## src/rtl/multicycle_control_if.sv

```systemverilog
`default_nettype none
// ============================================================================
// Module   : multicycle_control_if
// Brief    : Control bundle between the multi-cycle MIPS control FSM (master)
//            and the datapath (slave): instruction fields in, enables out.
// Revision : 1.0 - initial release
// ============================================================================
interface multicycle_control_if;
  logic [5:0] opcode;
  logic [5:0] funct;
  logic       Zero;
  logic       PCWrite;
  logic       IorD;
  logic       MemRead;
  logic       MemWrite;
  logic       IRWrite;
  logic       MemtoReg;
  logic       RegDst;
  logic       RegWrite;
  logic       ALUSrcA;
  logic [1:0] ALUSrcB;
  logic       ZeroExt;
  logic [1:0] PCSource;
  logic [3:0] ALU_control;
  logic       instr_done;
  logic       illegal;
  logic [3:0] state;

  // Control FSM side
  modport master (
    input  opcode, funct, Zero,
    output PCWrite, IorD, MemRead, MemWrite, IRWrite, MemtoReg, RegDst,
           RegWrite, ALUSrcA, ALUSrcB, ZeroExt, PCSource, ALU_control,
           instr_done, illegal, state
  );

  // Datapath side
  modport slave (
    output opcode, funct, Zero,
    input  PCWrite, IorD, MemRead, MemWrite, IRWrite, MemtoReg, RegDst,
           RegWrite, ALUSrcA, ALUSrcB, ZeroExt, PCSource, ALU_control,
           instr_done, illegal, state
  );
endinterface
`default_nettype wire

```

## src/rtl/multicycle_control.sv

```systemverilog
`default_nettype none
// ============================================================================
// Module   : multicycle_control
// Brief    : Moore control FSM for the multi-cycle MIPS datapath. Sequences
//            fetch/decode/execute/memory/writeback and drives the ALU code
//            and all datapath enables.
// Revision : 1.0 - initial release
// ============================================================================
module multicycle_control #(
  parameter logic [3:0] ALU_ADD = 4'b0010,
  parameter logic [3:0] ALU_SUB = 4'b0110,
  parameter logic [3:0] ALU_OR  = 4'b0001
) (
  input  logic               clk,
  input  logic               rst,
  multicycle_control_if.master bus
);

  localparam logic [5:0] c_op_rtype = 6'b000000;
  localparam logic [5:0] c_op_lw    = 6'b100011;
  localparam logic [5:0] c_op_sw    = 6'b101011;
  localparam logic [5:0] c_op_beq   = 6'b000100;
  localparam logic [5:0] c_op_j     = 6'b000010;
  localparam logic [5:0] c_op_addi  = 6'b001000;
  localparam logic [5:0] c_op_ori   = 6'b001101;

  localparam logic [5:0] c_fn_add   = 6'b100000;
  localparam logic [5:0] c_fn_sub   = 6'b100010;
  localparam logic [5:0] c_fn_or    = 6'b100101;

  typedef enum logic [3:0] {
    ST_IDLE     = 4'd0,
    ST_FETCH    = 4'd1,
    ST_DECODE   = 4'd2,
    ST_MEMADR   = 4'd3,
    ST_MEMRD    = 4'd4,
    ST_MEMWB    = 4'd5,
    ST_MEMWR    = 4'd6,
    ST_RTYPE_EX = 4'd7,
    ST_RTYPE_WB = 4'd8,
    ST_BRANCH   = 4'd9,
    ST_JUMP     = 4'd10,
    ST_IMM_EX   = 4'd11,
    ST_IMM_WB   = 4'd12
  } state_t;

  state_t r_state;
  state_t w_next;

  assign bus.state = r_state;

  // State register; reset is asynchronous so strobes drop the instant rst rises
  always_ff @(posedge clk or posedge rst) begin
    if (rst) begin
      r_state <= ST_IDLE;
    end else begin
      r_state <= w_next;
    end
  end

  // Next-state and Moore outputs (funct/opcode/Zero refine a few states)
  always_comb begin
    w_next          = ST_IDLE;
    bus.PCWrite     = 1'b0;
    bus.IorD        = 1'b0;
    bus.MemRead     = 1'b0;
    bus.MemWrite    = 1'b0;
    bus.IRWrite     = 1'b0;
    bus.MemtoReg    = 1'b0;
    bus.RegDst      = 1'b0;
    bus.RegWrite    = 1'b0;
    bus.ALUSrcA     = 1'b0;
    bus.ALUSrcB     = 2'b00;
    bus.ZeroExt     = 1'b0;
    bus.PCSource    = 2'b00;
    bus.ALU_control = 4'b0000;
    bus.instr_done  = 1'b0;
    bus.illegal     = 1'b0;

    case (r_state)
      ST_IDLE: w_next = ST_FETCH;

      ST_FETCH: begin
        bus.MemRead     = 1'b1;
        bus.IRWrite     = 1'b1;
        bus.ALUSrcB     = 2'b01;
        bus.ALU_control = ALU_ADD;
        bus.PCWrite     = 1'b1;
        w_next          = ST_DECODE;
      end

      // Branch target is precomputed here while the opcode is decoded
      ST_DECODE: begin
        bus.ALUSrcB     = 2'b11;
        bus.ALU_control = ALU_ADD;
        case (bus.opcode)
          c_op_lw, c_op_sw:    w_next = ST_MEMADR;
          c_op_rtype:          w_next = ST_RTYPE_EX;
          c_op_beq:            w_next = ST_BRANCH;
          c_op_j:              w_next = ST_JUMP;
          c_op_addi, c_op_ori: w_next = ST_IMM_EX;
          default: begin
            bus.illegal    = 1'b1;
            bus.instr_done = 1'b1;
            w_next         = ST_FETCH;
          end
        endcase
      end

      ST_MEMADR: begin
        bus.ALUSrcA     = 1'b1;
        bus.ALUSrcB     = 2'b10;
        bus.ALU_control = ALU_ADD;
        w_next          = (bus.opcode == c_op_lw) ? ST_MEMRD : ST_MEMWR;
      end

      ST_MEMRD: begin
        bus.MemRead = 1'b1;
        bus.IorD    = 1'b1;
        w_next      = ST_MEMWB;
      end

      ST_MEMWB: begin
        bus.RegWrite   = 1'b1;
        bus.MemtoReg   = 1'b1;
        bus.instr_done = 1'b1;
        w_next         = ST_FETCH;
      end

      ST_MEMWR: begin
        bus.MemWrite   = 1'b1;
        bus.IorD       = 1'b1;
        bus.instr_done = 1'b1;
        w_next         = ST_FETCH;
      end

      // Unsupported funct retires here without touching the register file
      ST_RTYPE_EX: begin
        bus.ALUSrcA = 1'b1;
        w_next      = ST_RTYPE_WB;
        case (bus.funct)
          c_fn_add: bus.ALU_control = ALU_ADD;
          c_fn_sub: bus.ALU_control = ALU_SUB;
          c_fn_or:  bus.ALU_control = ALU_OR;
          default: begin
            bus.illegal    = 1'b1;
            bus.instr_done = 1'b1;
            w_next         = ST_FETCH;
          end
        endcase
      end

      ST_RTYPE_WB: begin
        bus.RegWrite   = 1'b1;
        bus.RegDst     = 1'b1;
        bus.instr_done = 1'b1;
        w_next         = ST_FETCH;
      end

      ST_BRANCH: begin
        bus.ALUSrcA     = 1'b1;
        bus.ALU_control = ALU_SUB;
        bus.PCSource    = 2'b01;
        bus.PCWrite     = bus.Zero;
        bus.instr_done  = 1'b1;
        w_next          = ST_FETCH;
      end

      ST_JUMP: begin
        bus.PCSource   = 2'b10;
        bus.PCWrite    = 1'b1;
        bus.instr_done = 1'b1;
        w_next         = ST_FETCH;
      end

      ST_IMM_EX: begin
        bus.ALUSrcA = 1'b1;
        bus.ALUSrcB = 2'b10;
        if (bus.opcode == c_op_ori) begin
          bus.ALU_control = ALU_OR;
          bus.ZeroExt     = 1'b1;
        end else begin
          bus.ALU_control = ALU_ADD;
        end
        w_next = ST_IMM_WB;
      end

      ST_IMM_WB: begin
        bus.RegWrite   = 1'b1;
        bus.instr_done = 1'b1;
        w_next         = ST_FETCH;
      end

      default: w_next = ST_IDLE;
    endcase
  end

endmodule
`default_nettype wire

```

## src/flat_wrapper.sv

```systemverilog
// flat-port wrapper written by rule: the top's interface ports become plain ports
module multicycle_control_flat 
#(
  parameter logic [3:0] ALU_ADD = 4'b0010,
  parameter logic [3:0] ALU_SUB = 4'b0110,
  parameter logic [3:0] ALU_OR  = 4'b0001
)
  (clk, rst, bus_opcode, bus_funct, bus_Zero, bus_PCWrite, bus_IorD, bus_MemRead, bus_MemWrite, bus_IRWrite, bus_MemtoReg, bus_RegDst, bus_RegWrite, bus_ALUSrcA, bus_ALUSrcB, bus_ZeroExt, bus_PCSource, bus_ALU_control, bus_instr_done, bus_illegal, bus_state);
  multicycle_control_if bus_i ();
  input  logic clk;
  input  logic rst;
  input wire logic [$bits(bus_i.opcode)-1:0] bus_opcode;
  input wire logic [$bits(bus_i.funct)-1:0] bus_funct;
  input wire logic [$bits(bus_i.Zero)-1:0] bus_Zero;
  output wire logic [$bits(bus_i.PCWrite)-1:0] bus_PCWrite;
  output wire logic [$bits(bus_i.IorD)-1:0] bus_IorD;
  output wire logic [$bits(bus_i.MemRead)-1:0] bus_MemRead;
  output wire logic [$bits(bus_i.MemWrite)-1:0] bus_MemWrite;
  output wire logic [$bits(bus_i.IRWrite)-1:0] bus_IRWrite;
  output wire logic [$bits(bus_i.MemtoReg)-1:0] bus_MemtoReg;
  output wire logic [$bits(bus_i.RegDst)-1:0] bus_RegDst;
  output wire logic [$bits(bus_i.RegWrite)-1:0] bus_RegWrite;
  output wire logic [$bits(bus_i.ALUSrcA)-1:0] bus_ALUSrcA;
  output wire logic [$bits(bus_i.ALUSrcB)-1:0] bus_ALUSrcB;
  output wire logic [$bits(bus_i.ZeroExt)-1:0] bus_ZeroExt;
  output wire logic [$bits(bus_i.PCSource)-1:0] bus_PCSource;
  output wire logic [$bits(bus_i.ALU_control)-1:0] bus_ALU_control;
  output wire logic [$bits(bus_i.instr_done)-1:0] bus_instr_done;
  output wire logic [$bits(bus_i.illegal)-1:0] bus_illegal;
  output wire logic [$bits(bus_i.state)-1:0] bus_state;
  assign bus_i.opcode = bus_opcode;
  assign bus_i.funct = bus_funct;
  assign bus_i.Zero = bus_Zero;
  assign bus_PCWrite = bus_i.PCWrite;
  assign bus_IorD = bus_i.IorD;
  assign bus_MemRead = bus_i.MemRead;
  assign bus_MemWrite = bus_i.MemWrite;
  assign bus_IRWrite = bus_i.IRWrite;
  assign bus_MemtoReg = bus_i.MemtoReg;
  assign bus_RegDst = bus_i.RegDst;
  assign bus_RegWrite = bus_i.RegWrite;
  assign bus_ALUSrcA = bus_i.ALUSrcA;
  assign bus_ALUSrcB = bus_i.ALUSrcB;
  assign bus_ZeroExt = bus_i.ZeroExt;
  assign bus_PCSource = bus_i.PCSource;
  assign bus_ALU_control = bus_i.ALU_control;
  assign bus_instr_done = bus_i.instr_done;
  assign bus_illegal = bus_i.illegal;
  assign bus_state = bus_i.state;
  multicycle_control #(.ALU_ADD(ALU_ADD), .ALU_SUB(ALU_SUB), .ALU_OR(ALU_OR)) u_core (.clk(clk), .rst(rst), .bus(bus_i));
endmodule
```

## config.mk

```make
export PLATFORM = sky130hd
export DESIGN_NAME = multicycle_control_flat
export DESIGN_NICKNAME = d
export VERILOG_FILES = /design/src/rtl/multicycle_control_if.sv /design/src/rtl/multicycle_control.sv /design/src/flat_wrapper.sv
export SDC_FILE = /design/constraint.sdc
export NUM_CORES = 1
export LEC_CHECK = 0
export CAP_MARGIN = 20
export CORE_MARGIN = 4
export CORE_UTILIZATION = 35
export DETAILED_ROUTE_END_ITERATION = 8
export HOLD_SLACK_MARGIN = 0.12
export PLACE_DENSITY_LB_ADDON = 0.08
export RECOVER_POWER = 25
export SLEW_MARGIN = 20
export SYNTH_ARGS = -nofsm -noshare
export SYNTH_HDL_FRONTEND = slang
export SYNTH_SLANG_ARGS = --single-unit
```

## constraint.sdc

```tcl
create_clock -name clk -period 1.7 [get_ports clk]
set_input_delay 0.34 -clock clk [delete_from_list [all_inputs] [get_ports clk]]
set_output_delay 0.34 -clock clk [all_outputs]
set_load 0.01 [all_outputs]
```

Word level (Yosys, flattened, before mapping)
Cells that the tools add are included.
- register bits after elaboration: 4
- output and inout bits: 24
- bits of input ports: 15
- reduce and logical (&&, ||, !) cells: 15
- muxes and demuxes: 24
- equality and inequality tests: 21
- operators by type and width (kind ; number):
    6-bit equality test, second input constant ; 5
    4-bit one-hot mux with 7 select lines ; 1
    4-bit equality test, second input constant ; 5
    4-bit one-hot mux with 5 select lines ; 1
    4-bit by 3-bit equality test with 1-bit output, second input constant ; 4
    4-bit one-hot mux with 4 select lines ; 1
    7-bit OR reduction ; 2
    6-bit by 4-bit equality test with 1-bit output, second input constant ; 2
    1-bit two-way mux ; 12
    2-bit OR reduction ; 6
    3-bit one-hot mux with 3 select lines ; 1
    3-bit OR reduction ; 3
    4-bit by 2-bit equality test with 1-bit output, second input constant ; 2
    6-bit by 2-bit equality test with 1-bit output, second input constant ; 1
    6-bit by 3-bit equality test with 1-bit output, second input constant ; 1
    6-bit zero test ; 1
    2-bit one-hot mux with 3 select lines ; 1
    6-bit OR reduction ; 1
    4-bit by 1-bit equality test with 1-bit output, second input constant ; 1
    4-bit zero test ; 1
    2-bit two-way mux ; 2
    4-bit two-way mux ; 1
    1-bit one-hot mux with 2 select lines ; 2
    2-bit one-hot mux with 2 select lines ; 1
    other kinds (2) ; 2

Depth between registers and ports, before layout
- depth after elaboration: 4
- gate-level depth with buffers: 5

Worst setup path after synthesis
Ideal clock, no wire load.
- path type: reg-to-output
- start: register u_core.r_state[3], in the netlist u_core.bus.state[3]
- end: output port bus_instr_done
- required time: 1.360 ns
- arrival: 1.480 ns
- path slack: -0.120 ns
- path buffers: 1
- stages on the path, launching flop included: 6
- cell sequence: dfrtp_1 buf_2 or2_1 a211o_1 o32ai_1 a21o_1
- longest elaborated chain between the ends: 3
- elaborated cells on any way between the ends: 10
- those cells by class: eq/ne: 8; mux: 1; reduce/logical: 1
- ends and longest elaborated chain (element ; line ; RTL):
    from (decl) ; multicycle_control.sv:47 ; state_t r_state;
    from (signal assigned) ; multicycle_control.sv:57 ; r_state <= w_next;
    4-bit by 3-bit equality test with 1-bit output or 4-bit equality test (tied branches) ; multicycle_control.sv:80 ; case (r_state)
    6-bit OR reduction (no line) ; -- ;
    1-bit one-hot mux with 3 select lines (*) ; multicycle_control.sv:80 ;
    to (decl) ; flat_wrapper.sv:28 ; output wire logic [$bits(bus_i.instr_done)-1:0] bus_instr_done;
Every way passes the cells marked *; elsewhere a longest branch is shown, timed or not.

Worst setup path after layout
- start: register u_core.r_state[2], in the netlist u_core.bus.state[2]
- end: output port bus_instr_done
Same word-level chain as after synthesis.

==> results list <==
- Outcome: finished, violations left
- The final reports fail on setup timing.
- STA puts the critical path data arrival time at 1570 ps.
* Total half-perimeter wirelength after legalization and detailed placement: 2000 um
* Avg Inst Size Synth: 6.85 um2
* Cell with the most instances after synthesis: sky130_fd_sc_hd__nor2_1
- The initial utilization of the core area, before any placement, comes to 37.7%.
* Async S/R FF share, synth: 100%
- The register with the most flip-flops in the layout has 4 of them.
- For this design, the CTS-stage hold fixing added 0 buffers.
- Growth of design area from synthesis to finish: 136%
- Core Box Area: 1760 um2
* Number of input and output port buffers inserted: 37
- Critical path class: reg -> out
* Max Freq: 0.524 GHz
* Most instantiated flip-flop cell in the synthesis netlist: sky130_fd_sc_hd__dfrtp_1
* Slowest cell on crit path: sky130_fd_sc_hd__dfrtp_2
- Placed Area: 1280 um2
- Leakage power: 0.753 nW
- The cell area that synthesis handed to floorplanning was 664 um2.
- The tool flagged a number of max-cap violations equal to 0.
- Number of synthesized register bits: 4
- Fraction of layout cells with a size suffix above 1: 66.3%
* Number of top-level pins: 39
* Number of cell rows: 15
- At the end of routability-driven placement, the weighted congestion stood at 0.796.
- The smallest clock period supported by the final layout is computed as 1910 ps.
- Clock-pin slew on the worst setup and hold paths: 50 ps
- Final setup violation count: 11
- In this run, the number of DRC markers left after iteration 0 of detailed routing was 36.
- Synth Instances: 97
- The net count of the finished layout is 195.
- Maximum number of buffers from clock root to sink: 2
* Drt via density: 5.92
* Stage delay of the slowest cell on the critical path: 440 ps
- RSZ-0062 raised after global routing: true
- The min-delay analysis places its worst path in the category in -> async.
- Worst-case setup margin in the final layout: -210 ps
- The number of nets in the synthesized netlist is 112.
- Critical path cell sequence: or2_4 > a211o_1 > o32ai_4 > a21o_1 > buf_2
- Sorting the synthesized cells by how often they occur yields sky130_fd_sc_hd__nor2_1 (18), sky130_fd_sc_hd__a21oi_1 (9), sky130_fd_sc_hd__inv_1 (5), sky130_fd_sc_hd__nand2b_1 (5).
* Worst-case vdd ir drop: 1.01 mV
- Overall power: 2.10 mW
* Element type at the critical path end: output port
* Number of slew-limit violations in the final report: 0
* Via count of the first global-routing pass: 1159
- In this run the vertical extent of the chip is 51.6 um.
- The routed layout has 1202 vias.
- Clock Latency Late Sink: 250 ps
- Initial antenna violation count: 0
- The tightest hold path in the finished design has a slack of 438 ps.
- In this run the worst path has a maximum fanout of 5.
- Number of buffers created by CTS: 3
- Pre-Repair DR Iteration Count: 4
- The Yosys step of the flow raised 0 warnings.
* Most area-consuming cells after synthesis: sky130_fd_sc_hd__dfrtp_1 (15%), sky130_fd_sc_hd__nor2_1 (10%), sky130_fd_sc_hd__a21oi_1 (6.8%)
- Largest clock skew in the final design: 11.1 ps
- Sequential elements use 15.1% of the synthesized area.
* Total detailed-routing wirelength: 4090 um
- In this run the biggest area consumer among cell types represents 15.1% of the synthesized area.
* Setup Total Neg Slack: -871 ps
- The number of antenna diodes in the final layout is 0.
- CTS built an H-tree with a depth of 1.
* Post-route clock period utilization: 112%
- In this run the horizontal extent of the chip is 51.6 um.
* Data required time at the worst endpoint: 1360 ps
- Clock tree from TritonCTS: done
- Power per cell area: 1340 nW/um2
- In this run, synthesis inferred 0 flip-flops with an integrated enable.
- Number of distinct library cells after synthesis: 41
- In the routed design, unresolved DRC markers number 0.
* Wire per inst: 20.1 um
* Final global-route overflow total: 0
* Die Outline Area: 2660 um2
- Count of clock tree sinks: 4
* Clock root buffer master: sky130_fd_sc_hd__clkbuf_4
* GRT Total Usage: 26.6%
- Post-layout util: 88.9%
- Element type at the critical path start: register
* Non-Filler Cell Area, Final: 1570 um2
* Buffers & Inverters on Critical Path: 1
* Cell accounting for the most synthesized area: sky130_fd_sc_hd__dfrtp_1
- Count of endpoints failing hold in the final timing report: 0
- Once detail routing completed, the nets flagged for antenna violations numbered 0.
- On the critical path the largest part of the delay comes from compound AO/OA/AOI/OAI gates.
- Entering global routing, the biggest net connects 9 pins.
* Wire length of the first global-routing pass: 5260 um
-- through the flow --
step	setup slack (ps)	std cells
2_1_floorplan	7.87	97
3_3_place_gp	-844	183
3_5_place_dp	-902	183
4_1_cts	-184	201
5_1_grt	-276	203
6_report	-210	203
-- worst paths after layout --
| check | from | to | slack [ps] | depth (start not counted) |
|---|---|---|---|---|
| max in group asynchronous | rst | u_core.bus.state[1] | 1070 | 2 |
| worst min register to register | u_core.bus.state[3] | u_core.bus.state[2] | 740 | 3 |
| worst max-delay path | u_core.bus.state[2] | bus_instr_done | -210 | 5 |
| min in group clk | bus_opcode[4] | u_core.bus.state[1] | 540 | 4 |
| worst min-delay path | rst | u_core.bus.state[0] | 440 | 2 |
| worst max register to register | u_core.bus.state[2] | u_core.bus.state[3] | 60 | 5 |
-- routing by layer --
metal,global-route usage [%],vias to the layer above,part of all wire [%]
met5,0,-,0
met4,14.8,0,5.9
met3,6.02,26,6.8
met2,48.9,81,51
met1,27.5,579,36
li1,-,516,-
-- report_power, final --
| group | total (mW) | internal, mW | leakage [nW] | switching, mW |
|---|---|---|---|---|
| registers | 0.198 | 0.138 | 0.0469 | 0.0608 |
| clock network | 0.126 | 0.0795 | 0.0138 | 0.0466 |
| logic | 1.77 | 0.881 | 0.692 | 0.894 |
-- logic make-up (layout without fill, tap and decap cells) --
logic type	Yosys count	count (layout)	synth area share, %
buffers and inverters	13	94	10.7
DFF	4	4	15.1
and+or+nand+nor	46	46	37.7
xor gates and xnor gates	4	4	5.27
AOI/OAI and AO/OA	29	29	30.7
other	1	1	0.564
-- repair_timing --
item,in CTS,in global routing
resized for setup,127,46
endpoints found under the setup margin,22,22
buffers inserted,15,3
pin swaps,15,8
-- cells in the final DEF, fill, tap and decap left out, types with 4 or more instances in the layout --
master and count:
sky130_fd_sc_hd__dlygate4sd2_1 5, sky130_fd_sc_hd__a21oi_1 5, sky130_fd_sc_hd__xnor2_1 4, sky130_fd_sc_hd__o21ai_0 4, sky130_fd_sc_hd__nor2_1 9, sky130_fd_sc_hd__nor2_4 6
sky130_fd_sc_hd__buf_4 37, sky130_fd_sc_hd__buf_2 15, sky130_fd_sc_hd__buf_6 17, sky130_fd_sc_hd__clkbuf_2 5
-- final cells by class --
class                      instances  area [um2]
fill                              95         196
sequential                         4         104
multi-input combinational         80         689
inverter                           5        28.8
tap                               25        31.3
timing repair buffer              86         692
clock buffer                       3        22.5
Note: power is estimated with default switching activity, not from simulation.
